--- config.mk ---
export PLATFORM = sky130hd
export DESIGN_NAME = seq_mult_param
export DESIGN_NICKNAME = d
export VERILOG_FILES = /design/src/rtl/mult_pkg.sv /design/src/rtl/mult_sign_adj.sv /design/src/rtl/seq_mult_param.sv
export SDC_FILE = /design/constraint.sdc
export NUM_CORES = 1
export LEC_CHECK = 0
export ABC_AREA = 0
export BUFFER_PORTS_ARGS = -buffer_cell sky130_fd_sc_hd__buf_2
export CORE_MARGIN = 8
export CORE_UTILIZATION = 60
export DETAILED_ROUTE_END_ITERATION = 7
export PLACE_DENSITY_LB_ADDON = 0.2
export SYNTH_ARGS = -nofsm -noshare
export SYNTH_HDL_FRONTEND = slang
export SYNTH_SLANG_ARGS = --single-unit
--- constraint.sdc ---
create_clock -name clk -period 3.9 [get_ports clk]
set_input_delay 0.78 -clock clk [delete_from_list [all_inputs] [get_ports clk]]
set_output_delay 0.78 -clock clk [all_outputs]
set_load 0.02 [all_outputs]
--- src/rtl/mult_pkg.sv ---
// Shared constants for the sequential shift-add multiplier: FSM state
// encodings and the default operand width.
package mult_pkg;
    localparam logic [1:0] S_IDLE   = 2'd0;
    localparam logic [1:0] S_RUN    = 2'd1;
    localparam logic [1:0] S_FINISH = 2'd2;

    localparam int MULT_W_DEFAULT = 8;
endpackage

--- src/rtl/mult_sign_adj.sv ---
// Conditional two's-complement negate: passes value through, or returns
// its negation modulo 2^N when neg is set.
module mult_sign_adj #(
    parameter int N = 8
) (
    input  logic [N-1:0] value,
    input  logic         neg,
    output logic [N-1:0] result
);
    assign result = neg ? (N'(0) - value) : value;
endmodule

--- src/rtl/seq_mult_param.sv ---
// Parametrised sequential shift-add multiplier: one partial product per clock,
// signed/unsigned per operation, start/ready/done handshake.
module seq_mult_param
    import mult_pkg::*;
#(
    parameter int WIDTH = MULT_W_DEFAULT
) (
    input  logic                 clk,
    input  logic                 rst,
    input  logic                 start,
    input  logic                 signed_mode,
    input  logic [WIDTH-1:0]     A,
    input  logic [WIDTH-1:0]     B,
    output logic [2*WIDTH-1:0]   Product,
    output logic                 ready,
    output logic                 done
);
    localparam int CNT_W = $clog2(WIDTH + 1);
    localparam int PW    = 2 * WIDTH;

    logic [1:0]       state_q,  state_d;
    logic [CNT_W-1:0] cnt_q,    cnt_d;
    logic [WIDTH-1:0] mcand_q,  mcand_d;
    logic [WIDTH-1:0] mplier_q, mplier_d;
    logic [PW-1:0]    acc_q,    acc_d;
    logic             neg_q,    neg_d;
    logic [PW-1:0]    product_q, product_d;
    logic             ready_q,  ready_d;
    logic             done_q,   done_d;

    logic             neg_a, neg_b;
    logic [WIDTH-1:0] a_mag, b_mag;
    logic [PW-1:0]    result;
    logic [PW-1:0]    addend;

    // The most negative operand negates to 2^(WIDTH-1), which still fits unsigned.
    assign neg_a = signed_mode & A[WIDTH-1];
    assign neg_b = signed_mode & B[WIDTH-1];

    mult_sign_adj #(.N(WIDTH)) u_mag_a (.value(A),     .neg(neg_a), .result(a_mag));
    mult_sign_adj #(.N(WIDTH)) u_mag_b (.value(B),     .neg(neg_b), .result(b_mag));
    mult_sign_adj #(.N(PW))    u_res   (.value(acc_q), .neg(neg_q), .result(result));

    assign addend = {{WIDTH{1'b0}}, mcand_q} << cnt_q;

    always_comb begin
        state_d   = state_q;
        cnt_d     = cnt_q;
        mcand_d   = mcand_q;
        mplier_d  = mplier_q;
        acc_d     = acc_q;
        neg_d     = neg_q;
        product_d = product_q;
        ready_d   = ready_q;
        done_d    = 1'b0;
        case (state_q)
            S_IDLE: begin
                if (start) begin
                    mcand_d  = a_mag;
                    mplier_d = b_mag;
                    neg_d    = neg_a ^ neg_b;
                    acc_d    = '0;
                    cnt_d    = '0;
                    ready_d  = 1'b0;
                    state_d  = S_RUN;
                end
            end
            S_RUN: begin
                if (mplier_q[0]) acc_d = acc_q + addend;
                mplier_d = mplier_q >> 1;
                cnt_d    = cnt_q + CNT_W'(1);
                if (cnt_q == CNT_W'(WIDTH - 1)) state_d = S_FINISH;
            end
            S_FINISH: begin
                product_d = result;
                done_d    = 1'b1;
                ready_d   = 1'b1;
                state_d   = S_IDLE;
            end
            default: begin
                ready_d = 1'b1;
                state_d = S_IDLE;
            end
        endcase
    end

    always_ff @(posedge clk or posedge rst) begin
        if (rst) begin
            state_q   <= S_IDLE;
            cnt_q     <= '0;
            mcand_q   <= '0;
            mplier_q  <= '0;
            acc_q     <= '0;
            neg_q     <= 1'b0;
            product_q <= '0;
            ready_q   <= 1'b1;
            done_q    <= 1'b0;
        end else begin
            state_q   <= state_d;
            cnt_q     <= cnt_d;
            mcand_q   <= mcand_d;
            mplier_q  <= mplier_d;
            acc_q     <= acc_d;
            neg_q     <= neg_d;
            product_q <= product_d;
            ready_q   <= ready_d;
            done_q    <= done_d;
        end
    end

    assign Product = product_q;
    assign ready   = ready_q;
    assign done    = done_q;
endmodule

After elaboration in Yosys (flattened, before gate mapping)
Index checks and enable logic that the tools add are counted.
{ "word_totals": {"register_bits": 57, "inputBits": 20, "output_inout_bits": 18} }
{ "op_classes": {"add_sub_neg": 5, "eq_ne": 6, "shifts": 1, "n_mux": 16, "bitwise": 4, "reduce_logical": 7} }
{ "op_table": {"columns": ["operator", "n"], "rows": [
  ["16-bit two-way mux", 3],
  ["16-bit one-hot mux with 2 select lines", 1],
  ["8-bit two-way mux", 3],
  ["16-bit adder", 1],
  ["8-bit one-hot mux with 2 select lines", 1],
  ["8-bit by 4-bit left shift with 16-bit output", 1],
  ["1-bit by 16-bit subtractor with 16-bit output (first input constant)", 1],
  ["1-bit by 8-bit subtractor with 8-bit output (first input constant)", 2],
  ["4-bit one-hot mux with 2 select lines", 1],
  ["2-bit AND reduction", 4],
  ["2-bit != test (second input constant)", 3],
  ["4-bit by 1-bit adder with 4-bit output (second input constant)", 1],
  ["4-bit by 3-bit equality test with 1-bit output (second input constant)", 1],
  ["2-bit two-way mux", 2],
  ["4-bit two-way mux", 1],
  ["2-bit one-hot mux with 2 select lines", 1],
  ["3-bit AND reduction", 1],
  ["1-bit bitwise AND", 2],
  ["2-bit by 1-bit equality test with 1-bit output (second input constant)", 1],
  ["2-bit equality test (second input constant)", 1],
  ["2-bit logical NOT", 1],
  ["1-bit two-way mux", 2],
  ["1-bit one-hot mux with 2 select lines", 1],
  ["2-bit nonzero test", 1],
  ["2 further kinds", 2]
]} }

Longest topological paths before layout
{ "depth": {"depth_word": 4, "mapped_depth": 15} }

Hierarchy
Synthesis repeated with hierarchy kept, for this count alone.
{ "hier_totals": {"hier_cells": 443, "area_unflattened_um2": 4052.6} }
{ "by_module_without_submodules": {"columns": ["mod", "n_inst", "cells_per_inst", "area_each_um2", "seq_area_each_um2"], "rows": [
  ["seq_mult_param", 1, 354, 3357.0, 1427.6],
  ["mult_sign_adj at u_res", 1, 47, 352.8, 0.0],
  ["mult_sign_adj at u_mag_a ...", 2, 21, 171.4, 0.0]
]} }

Least setup slack after synthesis
OpenSTA, ideal clock, no wires.
{ "synth_path": {"path_kind": "register -> register", "from": "register cnt_q[1]", "to": "register acc_q[15]", "t_arrival_ps": 2994, "required_time_ps": 3821, "slack_ps": 826, "path_stages_with_launch": 15, "path_buffers": 2, "path_cell_list": "dfrtp_1 buf_4 clkbuf_1 mux2_2 nand2_1 o21ai_1 o21ai_0 o22ai_1 ha_1 a21oi_1 o21ai_0 or2_2 o21ai_0 mux2i_1 mux2i_1"} }
{ "synth_via": {"elab_chain_cells": 4} }
{ "synth_lines": {"columns": ["item", "line_no", "rtl"], "rows": [
  ["from (decl)", "seq_mult_param.sv:22", "logic [CNT_W-1:0] cnt_q, cnt_d;"],
  ["from (signal assigned)", "seq_mult_param.sv:100", "cnt_q <= cnt_d;"],
  ["8-bit by 4-bit left shift with 16-bit output", "seq_mult_param.sv:44", "assign addend = {{WIDTH{1'b0}}, mcand_q} << cnt_q;"],
  ["16-bit adder", "seq_mult_param.sv:69", "if (mplier_q[0]) acc_d = acc_q + addend;"],
  ["16-bit two-way mux", "seq_mult_param.sv:69", null],
  ["16-bit one-hot mux with 2 select lines", "seq_mult_param.sv:56", "case (state_q)"],
  ["to (signal assigned)", "seq_mult_param.sv:93", "acc_q <= '0;"],
  ["to (signal assigned)", "seq_mult_param.sv:103", "acc_q <= acc_d;"],
  ["to (decl)", "seq_mult_param.sv:25", "logic [PW-1:0] acc_q, acc_d;"]
]} }
No other way between the ends. The select of a mux whose other input is x is not followed.
A chain may end at the register's enable or synchronous reset.

Worst setup path in the final report
{ "layout_path": {"from": "register cnt_q[1]", "to": "register acc_q[14]"} }
Same word-level chain as after synthesis.

==> flow_summary.toml <==
[run_status]
status = "complete, no violations"

[cells_and_area]
num-nets-final = 515
final_core_util = 0.686
drive_gt1_frac = 0.165
syn_to_final_growth_pct = 11.6
diodes = 0

[clocking]
ctsResizeCount = 0
clk-insertion-delay-late_ps = 350
cts.sinks = 57
cts_tree = "done"
cts-root-buf = "clkbuf_8"
h-tree-depth = 3
cts_max_path_buffers = 2
cts_hold_buf = 0
post_cts_buffers = 0
clkTransAtPathRegs_ps = 70
cts_inserted_buffers = 9

[yosys]
yosys.area.top_type = "dfrtp_1"
synth_area_leaders = "dfrtp_1 (36%), nand2_1 (7.1%), ha_1 (6.1%)"
ys.flop_type = "dfrtp_1"
syn-cell-area_um2 = 3880
synth_warnings = 0
syn_nets = 485
syn_area_per_cell_um2 = 8.72
synth.ff_latch_count = 57
synth_top_area_share = 0.361
ys_seq_area_frac = 0.368
yosys.cell_types.count = 57
postSynthCellCount = 445
synth_edf_count = 0
async_flop_share = 1.00

[detailed_routing]
drtIter0Drc = 174
drcViolationCount = 0
vias_per_cell = 5.82
ant_nets = 0
wire_per_inst_um = 15.8
drt_pass1_iterations = 4
num_vias = 3244
wl_um = 8790

[power_and_ir_drop]
p_leak_nw = 2.04
irDropWorstVdd_uv = 494
powerDensity_nw_per_um2 = 910

[timing]
setup_viol = 0
slew_headroom = 0.301
worstMarginPinSlew_ps = 1040
final_max_slew_viol_count = 0
whs_ps = 478
skew_ps = 11.4
finalHoldViolCount = 0
max_freq_mhz = 286
rsz0062_at_grt = "no"
fin_crit_sh = 0.897
tns_ps = 0
finalCriticalPeriod_ps = 3500

[placed_design]
place_congestion = 0.930
io_buffers = 37
place_hpwl_um = 6710

[die]
std_cell_rows = 29
die_x_um = 96.4
start_util = 0.615
dieArea_um2 = 9300
fp.dieH_um = 96.4
io_pins = 38
core_area_um2 = 6310

[grt]
grt_pass1_vias = 3338
gr-usage-all-layers = 0.206
grt_max_degree = 35
antenna_found_initial = 0
grt_first_pass_wirelength_um = 15000
overflow = 0

[worst_hold_path]
hold_class = "register to register"

[critical_path]
crit_required_ps = 4140
arrival_ps = 3730
path_cells = "mux2i_1 > mux2_2 > mux2_2 > o32ai_1 > ha_1 > a21oi_1 > o21bai_1 > a21oi_1 > nor2_1 > or4_1 > a32o_1"
start_kind = "register"
critical_path.max_stage_delay_ps = 740
critical_path.endpoint_type = "register"
slowest_stage = "dfrtp_1"
critPathTopFamily = "compound AO/OA/AOI/OAI gates"
crit_buf_inv = 0
crit_type = "register to register"
crit_fanout = 17

[run]
cap_violations = 0
==> cell usage after synthesis, types with 3 or more instances <==
cell type	number
a211oi_1	3
a21o_1	5
a21oi_1	13
a22oi_1	6
a31oi_1	4
clkbuf_1	19
dfrtp_1	56
ha_1	19
inv_1	14
mux2_2	8
mux2i_1	16
nand2_1	73
nand2b_1	4
nand3_1	10
nand4_1	3
nor2_1	27
nor2b_1	6
nor3_1	11
o21ai_0	37
o21ai_1	25
o22ai_1	4
o31ai_1	7
or3_1	6
xnor2_1	13
xor2_1	19
==> placed cells by master, fill, tap and decap left out, types with 7 or more instances in the layout <==
cell type,Yosys,layout
nand2_1,73,73
dfrtp_1,56,56
o21ai_0,37,37
buf_2,1,37
nor2_1,27,27
o21ai_1,25,25
xor2_1,19,19
ha_1,19,19
mux2i_1,16,16
inv_1,14,13
xnor2_1,13,13
a21oi_1,13,13
nor3_1,11,11
nand3_1,10,10
clkbuf_8,0,10
mux2_2,8,8
o31ai_1,7,7
==> tightest hold or removal path, delay by kind of cell, from the launching register on <==
kind	cells	cell delay (ps)
AO/OA/AOI/OAI	1	60
AND/OR/NAND/NOR	1	40
flip-flops	1	330
==> metrics by stage <==
step	instances	instance area [um^2]	power (W)	worst slack [ps]
after floorplan	445	3880	0.00280	826
after global placement	541	4110	0.00324	543
after detailed placement	541	4110	0.00331	480
after CTS	557	4330	0.00395	464
after global routing	557	4330	0.00426	194
final	557	4330	0.00394	401
==> power breakdown <==
part / internal [W] / switching, W
sequential: 0.000840 / 0.000319
combinational: 0.000894 / 0.00125
clock: 0.000379 / 0.000256
total: 0.00211 / 0.00183
==> final cells by class <==
cell class              instances  area (um^2)
clock buffers                  10          138
inverters                      14         52.6
fillers                       522         1980
clock inverters                 6         90.1
well taps                      77         96.3
repair buffers                 41          215
flip-flops and latches         57         1430
multi-input cells             352         2310
==> final timing paths <==
path	start	end	slack (ps)	cells past startpoint
setup / recovery	cnt_q[1]	acc_q[14]	400	11
hold reg to reg	Product[2]	Product[2]	480	2
min in group asynchronous	rst	Product[15]	540	2
setup reg to reg	cnt_q[1]	acc_q[14]	400	11
max in group asynchronous	rst	ready	2520	3
hold / removal	Product[2]	Product[2]	480	2
==> state kept, by name, indices dropped and copies added (netlist names) <==
register  count
Product      16
acc_q        16
mplier_q      8
state_q       2
neg_q         1
ready         1
done          1
cnt_q         4
mcand_q       8
==> routing by layer <==
layer	routed length (um)	global-route usage	vias to the layer above
li1	-	-	1633
met1	3900	0.242	1506
met2	4300	0.348	86
met3	365	0.0371	19
met4	227	0.115	0
met5	0	0	-
==> cells by family (layout without fill, tap and decap cells) <==
group / count (synthesis) / count (layout) / share of synthesized area
simple gates: 152 / 152 / 0.180
xor+xnor: 32 / 32 / 0.0722
fa+ha+maj: 20 / 20 / 0.0664
flops: 57 / 57 / 0.368
compound gates: 123 / 123 / 0.208
buf+inv: 36 / 71 / 0.0361
mux: 25 / 25 / 0.0703
Note: power is estimated with default switching activity, not from simulation.
